[config.mk]
export PLATFORM = sky130hd
export DESIGN_NAME = wb_arbiter_flat
export DESIGN_NICKNAME = d
export VERILOG_FILES = /design/src/rtl/wb_arbiter_pkg.sv /design/src/rtl/wb_arbiter_if.sv /design/src/rtl/wb_arb_pick.sv /design/src/rtl/wb_arbiter.sv /design/src/flat_wrapper.sv
export SDC_FILE = /design/constraint.sdc
export NUM_CORES = 1
export LEC_CHECK = 0
export ABC_AREA = 1
export BUFFER_PORTS_ARGS = -buffer_cell sky130_fd_sc_hd__buf_4
export CORE_ASPECT_RATIO = 0.7
export CORE_MARGIN = 10
export CORE_UTILIZATION = 44
export CTS_CLUSTER_DIAMETER = 60
export DETAILED_ROUTE_END_ITERATION = 7
export PLACE_DENSITY_LB_ADDON = 0.2
export SLEW_MARGIN = 20
export SYNTH_ARGS = -nofsm -noshare
export SYNTH_HDL_FRONTEND = slang
export SYNTH_SLANG_ARGS = --single-unit
[constraint.sdc]
create_clock -name clk -period 4.34 [get_ports clk]
set_input_delay 1.302 -clock clk [delete_from_list [all_inputs] [get_ports clk]]
set_output_delay 1.302 -clock clk [all_outputs]
set_load 0.05 [all_outputs]
[src/rtl/wb_arbiter_pkg.sv]
// Shared types, register-file constants and helpers for the writeback arbiter.
// Optional feature macro: WB_RR_ARB_EN (round-robin arbitration instead of fixed priority).
// The shared register-file defines (RegBus, RegAddrBus, ZeroReg) live here, guarded, so
// every file that imports the package sees one definition.

`ifndef RegBus
`define RegBus 63:0
`endif
`ifndef RegAddrBus
`define RegAddrBus 4:0
`endif
`ifndef ZeroReg
`define ZeroReg 5'd0
`endif

package wb_arbiter_pkg;

  typedef logic [`RegBus]     reg_t;
  typedef logic [`RegAddrBus] reg_addr_t;

  localparam int unsigned REG_W      = $bits(reg_t);
  localparam int unsigned REG_ADDR_W = $bits(reg_addr_t);
  localparam reg_addr_t   ZERO_REG   = `ZeroReg;

  typedef enum logic {
    ArbFixed,
    ArbRoundRobin
  } arb_mode_e;

  // Index width for a requester count, never below one bit.
  function automatic int unsigned idx_width(input int unsigned n);
    return (n <= 2) ? 1 : $clog2(n);
  endfunction

endpackage

[src/rtl/wb_arbiter_if.sv]
// Writeback arbiter bus: requester-side handshake plus register-file write port.
// Optional feature macro: WB_RR_ARB_EN (affects arbitration policy only, not this bundle).

interface wb_arbiter_if #(
  parameter int unsigned NUM_REQ = 3,
  parameter int unsigned CNT_W   = 16
);
  import wb_arbiter_pkg::*;

  logic [NUM_REQ-1:0]            req_valid_i;
  logic [NUM_REQ-1:0]            req_we_i;
  logic [NUM_REQ*REG_ADDR_W-1:0] req_waddr_i;
  logic [NUM_REQ*REG_W-1:0]      req_wdata_i;
  logic [NUM_REQ-1:0]            req_ready_o;
  logic                          reg_we_o;
  reg_addr_t                     reg_waddr_o;
  reg_t                          reg_wdata_o;
  logic                          busy_o;
  logic [CNT_W-1:0]              conflict_cnt_o;

  // Producer side (execute/memory units, or a bench driver).
  modport master (
    output req_valid_i, req_we_i, req_waddr_i, req_wdata_i,
    input  req_ready_o, reg_we_o, reg_waddr_o, reg_wdata_o, busy_o, conflict_cnt_o
  );

  // Arbiter side.
  modport slave (
    input  req_valid_i, req_we_i, req_waddr_i, req_wdata_i,
    output req_ready_o, reg_we_o, reg_waddr_o, reg_wdata_o, busy_o, conflict_cnt_o
  );

endinterface

[src/rtl/wb_arb_pick.sv]
// Combinational picker: first valid requester found searching upward from start, wrapping.
// A start of zero gives plain lowest-index-wins priority.

module wb_arb_pick #(
  parameter int unsigned NUM_REQ = 3,
  parameter int unsigned IDX_W   = 2
) (
  input  logic [NUM_REQ-1:0] valid,
  input  logic [IDX_W-1:0]   start,
  output logic [NUM_REQ-1:0] grant,
  output logic [IDX_W-1:0]   idx,
  output logic               any
);

  // Rotating search: first hit from start wins, later hits are ignored.
  always_comb begin
    int unsigned k;
    k     = 0;
    grant = '0;
    idx   = '0;
    any   = 1'b0;
    for (int unsigned off = 0; off < NUM_REQ; off++) begin
      k = int'(start) + off;
      if (k >= NUM_REQ) begin
        k = k - NUM_REQ;
      end
      if (!any && valid[k]) begin
        any      = 1'b1;
        grant[k] = 1'b1;
        idx      = IDX_W'(k);
      end
    end
  end

endmodule

[src/rtl/wb_arbiter.sv]
// Writeback arbiter: shares the register-file write port between NUM_REQ producers.
// Grant is combinational; the winning write is registered for one cycle, x0 writes dropped.
// Optional feature macro: WB_RR_ARB_EN selects round-robin; default is fixed priority.

module wb_arbiter
  import wb_arbiter_pkg::*;
#(
  parameter int unsigned NUM_REQ = 3,
  parameter int unsigned CNT_W   = 16
) (
  input logic         clk,
  input logic         rst,
  wb_arbiter_if.slave bus
);

  localparam int unsigned IDX_W = idx_width(NUM_REQ);
`ifdef WB_RR_ARB_EN
  localparam arb_mode_e ARB_MODE = ArbRoundRobin;
`else
  localparam arb_mode_e ARB_MODE = ArbFixed;
`endif

  logic [IDX_W-1:0]   rr_q, rr_d;
  logic [IDX_W-1:0]   pick_start;
  logic [IDX_W-1:0]   pick_idx;
  logic [NUM_REQ-1:0] pick_grant;
  logic               pick_any;
  logic               grant_en;
  logic               multi_valid;
  reg_addr_t          sel_waddr;
  reg_t               sel_wdata;
  logic               sel_we;
  logic               reg_we_q;
  reg_addr_t          reg_waddr_q;
  reg_t               reg_wdata_q;
  logic [CNT_W-1:0]   cnt_q, cnt_d;

  // The rr pointer only steers the search in round-robin mode.
  assign pick_start = (ARB_MODE == ArbRoundRobin) ? rr_q : '0;

  wb_arb_pick #(
    .NUM_REQ (NUM_REQ),
    .IDX_W   (IDX_W)
  ) u_pick (
    .valid (bus.req_valid_i),
    .start (pick_start),
    .grant (pick_grant),
    .idx   (pick_idx),
    .any   (pick_any)
  );

  // No grant while reset is asserted, so an in-flight handshake is discarded.
  assign grant_en        = pick_any & ~rst;
  assign bus.req_ready_o = grant_en ? pick_grant : '0;
  assign bus.busy_o      = pick_any & ~rst;

  // Slice muxes for the winning requester.
  assign sel_waddr = bus.req_waddr_i[int'(pick_idx)*REG_ADDR_W +: REG_ADDR_W];
  assign sel_wdata = bus.req_wdata_i[int'(pick_idx)*REG_W +: REG_W];
  assign sel_we    = bus.req_we_i[pick_idx];

  // Next rr pointer: one past the winner, wrapping; unchanged without a grant.
  always_comb begin
    rr_d = rr_q;
    if (grant_en) begin
      rr_d = (pick_idx == IDX_W'(NUM_REQ - 1)) ? '0 : pick_idx + 1'b1;
    end
  end

  // Contention detect: a second valid bit seen after a first one.
  always_comb begin
    logic seen;
    seen        = 1'b0;
    multi_valid = 1'b0;
    for (int unsigned k = 0; k < NUM_REQ; k++) begin
      if (bus.req_valid_i[k]) begin
        if (seen) begin
          multi_valid = 1'b1;
        end
        seen = 1'b1;
      end
    end
  end

  // Saturating contention counter next state.
  always_comb begin
    cnt_d = cnt_q;
    if (multi_valid && (cnt_q != {CNT_W{1'b1}})) begin
      cnt_d = cnt_q + 1'b1;
    end
  end

  // Arbitration state: rr pointer and contention counter.
  always_ff @(posedge clk or posedge rst) begin
    if (rst) begin
      rr_q  <= '0;
      cnt_q <= '0;
    end else begin
      rr_q  <= rr_d;
      cnt_q <= cnt_d;
    end
  end

  // Registered write port: address/data load on every grant and hold otherwise.
  always_ff @(posedge clk or posedge rst) begin
    if (rst) begin
      reg_we_q    <= 1'b0;
      reg_waddr_q <= '0;
      reg_wdata_q <= '0;
    end else begin
      reg_we_q <= grant_en & sel_we & (sel_waddr != ZERO_REG);
      if (grant_en) begin
        reg_waddr_q <= sel_waddr;
        reg_wdata_q <= sel_wdata;
      end
    end
  end

  assign bus.reg_we_o       = reg_we_q;
  assign bus.reg_waddr_o    = reg_waddr_q;
  assign bus.reg_wdata_o    = reg_wdata_q;
  assign bus.conflict_cnt_o = cnt_q;

endmodule
[src/flat_wrapper.sv]
// flat-port wrapper written by rule: the top's interface ports become plain ports
module wb_arbiter_flat import wb_arbiter_pkg::*;
#(
  parameter int unsigned NUM_REQ = 3,
  parameter int unsigned CNT_W   = 16
)
  (clk, rst, bus_req_valid_i, bus_req_we_i, bus_req_waddr_i, bus_req_wdata_i, bus_req_ready_o, bus_reg_we_o, bus_reg_waddr_o, bus_reg_wdata_o, bus_busy_o, bus_conflict_cnt_o);
  wb_arbiter_if #(.NUM_REQ(NUM_REQ), .CNT_W(CNT_W)) bus_i ();
  input logic clk;
  input logic rst;
  input wire logic [$bits(bus_i.req_valid_i)-1:0] bus_req_valid_i;
  input wire logic [$bits(bus_i.req_we_i)-1:0] bus_req_we_i;
  input wire logic [$bits(bus_i.req_waddr_i)-1:0] bus_req_waddr_i;
  input wire logic [$bits(bus_i.req_wdata_i)-1:0] bus_req_wdata_i;
  output wire logic [$bits(bus_i.req_ready_o)-1:0] bus_req_ready_o;
  output wire logic [$bits(bus_i.reg_we_o)-1:0] bus_reg_we_o;
  output wire logic [$bits(bus_i.reg_waddr_o)-1:0] bus_reg_waddr_o;
  output wire logic [$bits(bus_i.reg_wdata_o)-1:0] bus_reg_wdata_o;
  output wire logic [$bits(bus_i.busy_o)-1:0] bus_busy_o;
  output wire logic [$bits(bus_i.conflict_cnt_o)-1:0] bus_conflict_cnt_o;
  assign bus_i.req_valid_i = bus_req_valid_i;
  assign bus_i.req_we_i = bus_req_we_i;
  assign bus_i.req_waddr_i = bus_req_waddr_i;
  assign bus_i.req_wdata_i = bus_req_wdata_i;
  assign bus_req_ready_o = bus_i.req_ready_o;
  assign bus_reg_we_o = bus_i.reg_we_o;
  assign bus_reg_waddr_o = bus_i.reg_waddr_o;
  assign bus_reg_wdata_o = bus_i.reg_wdata_o;
  assign bus_busy_o = bus_i.busy_o;
  assign bus_conflict_cnt_o = bus_i.conflict_cnt_o;
  wb_arbiter #(.NUM_REQ(NUM_REQ), .CNT_W(CNT_W)) u_core (.clk(clk), .rst(rst), .bus(bus_i));
endmodule
# After elaboration in Yosys (flattened, before gate mapping)
# Index checks and enable logic that the tools add are counted.
# word_totals
reg_bits,86
input_bits,215
output_inout_bits,90
elab_cells,36
# classes
addsub,1
mul,1
n_lt_le_gt_ge,1
eq_ne,1
shift,2
muxes,16
bitwise_logic,4
n_reduce_logical,6
# ops
cell,count
192-bit by 9-bit indexed part select with 64-bit output,1
"16-bit by 1-bit adder with 16-bit output, second input constant",1
"16-bit inequality test, second input constant",1
15-bit by 6-bit indexed part select with 5-bit output,1
1-bit 2-to-1 mux,11
3-bit 2-to-1 mux,2
"2-bit by 3-bit multiplier with 5-bit output, second input constant",1
5-bit nonzero test,1
2-bit 2-to-1 mux,2
1-bit bitwise AND,3
1-bit logical AND,3
"2-bit by 3-bit less-than comparator with 1-bit output, second input constant",1
1-bit binary-select mux with 2-bit select,1
1-bit zero test,2
1-bit NOT,1

# Longest topological paths before layout
# logic_depth
word_depth,11
depth_mapped,10
ltp_nobuf,9

# Cells and area by module
# Synthesis repeated with hierarchy kept, for this count alone.
# unflattened
cells_unflattened,762
hier_area_um2,5240.0
# by_module_without_submodules
module,n_inst,cells_per_inst,area_each_um2,seq_area_each_um2
wb_arbiter,1,701,4919.7,2152.1
wb_arb_pick,1,61,320.3,0.0

# Worst setup path after synthesis
# No wires, ideal clock.
# synth_timing
path_type,input port to output port
start,in bus_req_valid_i[1]
end,out bus_req_ready_o[2]
t_arrival_ns,2.551
t_required_ns,3.038
slack_ns,0.487
cell_stages,5
n_path_buf,2
cell_sequence,buf_2 > nor2_4 > nand2_2 > buf_1 > nor2_1
# synth_between
elab_chain_len,7
word_cells_on_any_way,8
classes_between,mux: 4; bitwise: 1; reduce/logical: 3
# synth_rtl
element,line,text
"start, declared",flat_wrapper.sv:11,input wire logic [$bits(bus_i.req_valid_i)-1:0] bus_req_valid_i;
1-bit logical AND *,wb_arb_pick.sv:27,if (!any && valid[k]) begin
1-bit 2-to-1 mux *,wb_arb_pick.sv:27,
1-bit zero test,wb_arb_pick.sv:27,
1-bit logical AND,wb_arb_pick.sv:27,
1-bit 2-to-1 mux,wb_arb_pick.sv:27,
1-bit bitwise AND,wb_arbiter.sv:53,assign grant_en = pick_any & ~rst;
3-bit 2-to-1 mux *,wb_arbiter.sv:54,assign bus.req_ready_o = grant_en ? pick_grant : '0;
"end, declared",flat_wrapper.sv:15,output wire logic [$bits(bus_i.req_ready_o)-1:0] bus_req_ready_o;
# Mark *: on every way between the ends. The rest lies on a longest branch, timed or not.

# Worst setup path in the final report
# layout_timing
start,in bus_req_valid_i[0]
end,out bus_req_ready_o[2]
# layout_between
elab_chain_len,9
word_cells_on_any_way,10
classes_between,mux: 5; bitwise: 1; reduce/logical: 4
# layout_rtl
element,line
1-bit 2-to-1 mux *,wb_arb_pick.sv:27
1-bit zero test,wb_arb_pick.sv:27
1-bit logical AND,wb_arb_pick.sv:27
1-bit 2-to-1 mux *,wb_arb_pick.sv:27
1-bit zero test,wb_arb_pick.sv:27
1-bit logical AND,wb_arb_pick.sv:27
1-bit 2-to-1 mux,wb_arb_pick.sv:27
1-bit bitwise AND,wb_arbiter.sv:53
3-bit 2-to-1 mux *,wb_arbiter.sv:54
# Marks and branches as above.

==> impl_metrics.py <==
metrics = {
    "critical_path": {
        "startpoint": "bus_req_valid_i[0]",
        "critPathCapture": "bus_req_ready_o[2]",
        "start_kind": "input port",
        "worstPathRequired_ns": 3.04,
        "path_max_fanout": 4,
        "ff2ff_setup_slack_ns": 2.33,
        "crit_path_end_kind": "primary output",
        "worstRegToRegCells": 8,
        "arrival_ns": 2.04,
        "worstSetupPathType": "input port to primary output",
        "reg2reg_from": "u_core.bus.conflict_cnt_o[0]",
        "r2r_end": "u_core.bus.conflict_cnt_o[15]",
    },
    "synth": {
        "yosysSeqAreaShare_pct": 43.4,
        "synth_area_leaders": "dfrtp_1, nand2_1, a21oi_1, nor2_1, o211ai_1",
        "yosysWarnings": 0,
        "synth_edf_count": 0,
        "synth.avg_cell_area_um2": 7.37,
        "synthTopCellsByCount": "nand2_1, a21oi_1, dfrtp_1, nor2_1",
        "yosysTopAreaCell": "dfrtp_1",
        "yosysMostFrequentCell": "nand2_1",
        "synth_cell_types": 24,
        "synth_nets": 888,
        "synth_cells": 672,
        "synth_seq_cells": 86,
        "synth_ff_type": "dfrtp_1",
        "synthesis.area_um2": 4950,
        "synthArstFlopShare_pct": 100,
        "synth_top_area_share_pct": 43.4,
    },
    "sta": {
        "layout_setup_ws_ns": 1.00,
        "hold_ws_ns": 0.493,
        "slew_violations": 0,
        "slew-limit-headroom_pct": 47.9,
        "period_minus_slack_ns": 3.34,
        "rsz0062_at_grt": "false",
        "worstMarginPinSlew_ns": 0.780,
        "skew_ns": 0.00385,
        "tns_ns": 0,
        "max_freq_ghz": 0.299,
        "hold_viol": 0,
        "period_share_pct": 77.0,
        "setup_viol_count_final": 0,
    },
    "routing": {
        "wl_um": 20100,
        "drtAntennaViolNets": 0,
        "viasPerCell": 5.07,
        "dr_total_vias": 5626,
        "wire_per_inst_um": 18.1,
        "first_iter_violations": 318,
        "drt_first_pass_iters": 5,
        "drc": 0,
    },
    "cts": {
        "hold_buffers": 0,
        "clockRootBuffer": "clkbuf_16",
        "cts_tree": "built",
        "cts_resized": 0,
        "cts.sinks": 86,
        "clock_path_buffers": 2,
        "path_clk_slew_ns": 0.06,
        "post_cts_buffers": 0,
        "clock_latency_ns": 0.33,
        "cts_buffers": 9,
        "h-tree-depth": 3,
    },
    "power_and_ir_drop": {
        "switchingPower_mw": 1.12,
        "p_total_mw": 2.96,
        "p_leak_nw": 3.79,
        "internal_power_mw": 1.84,
        "p_seq_share_pct": 34.0,
        "p_sw_share_pct": 38.0,
        "power_density_nw_per_um2": 387,
        "irDropWorstVdd_v": 0.000200,
        "p_comb_share_pct": 38.0,
        "clkPwrFrac_pct": 28.0,
    },
    "global_routing": {
        "antenna_found_initial": 0,
        "grt-ovfl-total": 0,
        "grt_pass1_vias": 5593,
        "grtUsageTotal_pct": 23.7,
        "grt_pass1_wl_um": 30600,
        "grt_max_degree": 87,
    },
    "floorplanning": {
        "die_x_um": 147,
        "initial_utilization_pct": 45.0,
        "num_rows": 32,
        "core_area_um2": 11000,
        "dieArea_um2": 16000,
        "pin_count": 305,
        "die_y_um": 109,
    },
    "finish": {
        "design_area_um2": 7640,
        "fillers": 991,
        "drive_gt1_share_pct": 39.7,
        "fin_nets": 1167,
        "area_delta_synth_final_pct": 54.2,
        "num_antenna_cells": 0,
        "final_cells": 1109,
        "postLayoutCoreUtil_pct": 69.4,
    },
    "min_path": {
        "hold_class": "flip-flop to flip-flop",
        "min_from": "u_core.bus.reg_wdata_o[5]",
    },
    "placement": {
        "port_buffers": 304,
        "dp_cells": 1093,
        "place_ws_ns": 0.992,
        "postPlaceCellArea_um2": 7320,
        "dp_hpwl_um": 15300,
        "gp_congestion": 0.896,
    },
    "run": {
        "cap_violations": 0,
    },
    "outcome": {
        "status": "completed",
    },
}
-- per-layer routing --
| metal | vias to the layer above | routed length, µm | track usage [%] |
|---|---|---|---|
| met1 | 2572 | 8090 | 29.1 |
| li1 | 2779 | - | - |
| met2 | 251 | 9700 | 39.0 |
| met5 | - | 0 | 0 |
| met4 | 0 | 343 | 6.20 |
| met3 | 24 | 1990 | 8.69 |
-- cell usage in the layout (no fill, tap or decap), types with 2 or more instances in the layout --
cell type and instances:
nand2_2 3, inv_2 4, buf_4 311, a21oi_1 86
nor2_4 2, nand2_1 182, nor2_1 80, o21ai_1 29
or2_2 40, dfrtp_1 86, clkinv_2 2, nand3_1 17
clkbuf_16 9, buf_12 2, o21ai_0 28, clkinv_4 2
xor2_1 2, o211ai_1 40, inv_1 12, bufinv_16 2
xnor2_1 11
-- power by group through the flow --
stage	registers [mW]	clock network, mW	logic [mW]
6_report	1.01	0.828	1.12
5_1_grt	1.02	0.876	1.20
4_1_cts	1.01	0.846	1.14
2_1_floorplan	1.41	0	0.288
3_5_place_dp	1.02	0	1.14
3_3_place_gp	1.01	0	1.13
-- state kept, by name, indices dropped and copies added (netlist names) --
| signal | count |
|---|---|
| u_core.bus.conflict_cnt_o | 16 |
| u_core.bus.reg_waddr_o | 5 |
| u_core.bus.reg_wdata_o | 64 |
| u_core.bus.reg_we_o | 1 |
-- logic make-up (layout without fill, tap and decap cells) --
logic type,after synthesis,in the layout,synth area share (%)
AND/OR/NAND/NOR,326,326,27.6
AO/OA/AOI/OAI,184,184,20.8
flip-flops,86,86,43.4
buffers and inverters,62,346,5.63
XOR/XNOR,13,13,2.30
adder cells (fa/ha/maj),1,1,0.252
-- cell type report --
type | count | area, µm² | share of cell area [%]
Multi-Input combinational cell | 524 | 2530 | 33.2
Timing Repair Buffer | 313 | 2370 | 31.1
Sequential cell | 86 | 2150 | 28.2
Clock buffer | 11 | 243 | 3.18
Tap cell | 153 | 191 | 2.50
Clock inverter | 5 | 82.6 | 1.08
Inverter | 17 | 65.1 | 0.851
-- worst min path at each step --
stage	to	slack, ns	depth (start not counted)
2_1_floorplan	u_core.bus.reg_waddr_o[4]	0.76	2
3_3_place_gp	u_core.bus.reg_wdata_o[58]	0.47	2
3_5_place_dp	u_core.bus.reg_wdata_o[58]	0.48	2
4_1_cts	u_core.bus.reg_wdata_o[58]	0.50	2
5_1_grt	u_core.bus.reg_wdata_o[60]	0.51	2
6_report	u_core.bus.reg_wdata_o[5]	0.49	2
-- critical path, cell delays in order --
cell and delay [ns]:
buf_4 0.14, nor2_4 0.15, nand2_2 0.07, nor2_1 0.14, buf_4 0.24
Power figures use the tool's default switching activity.
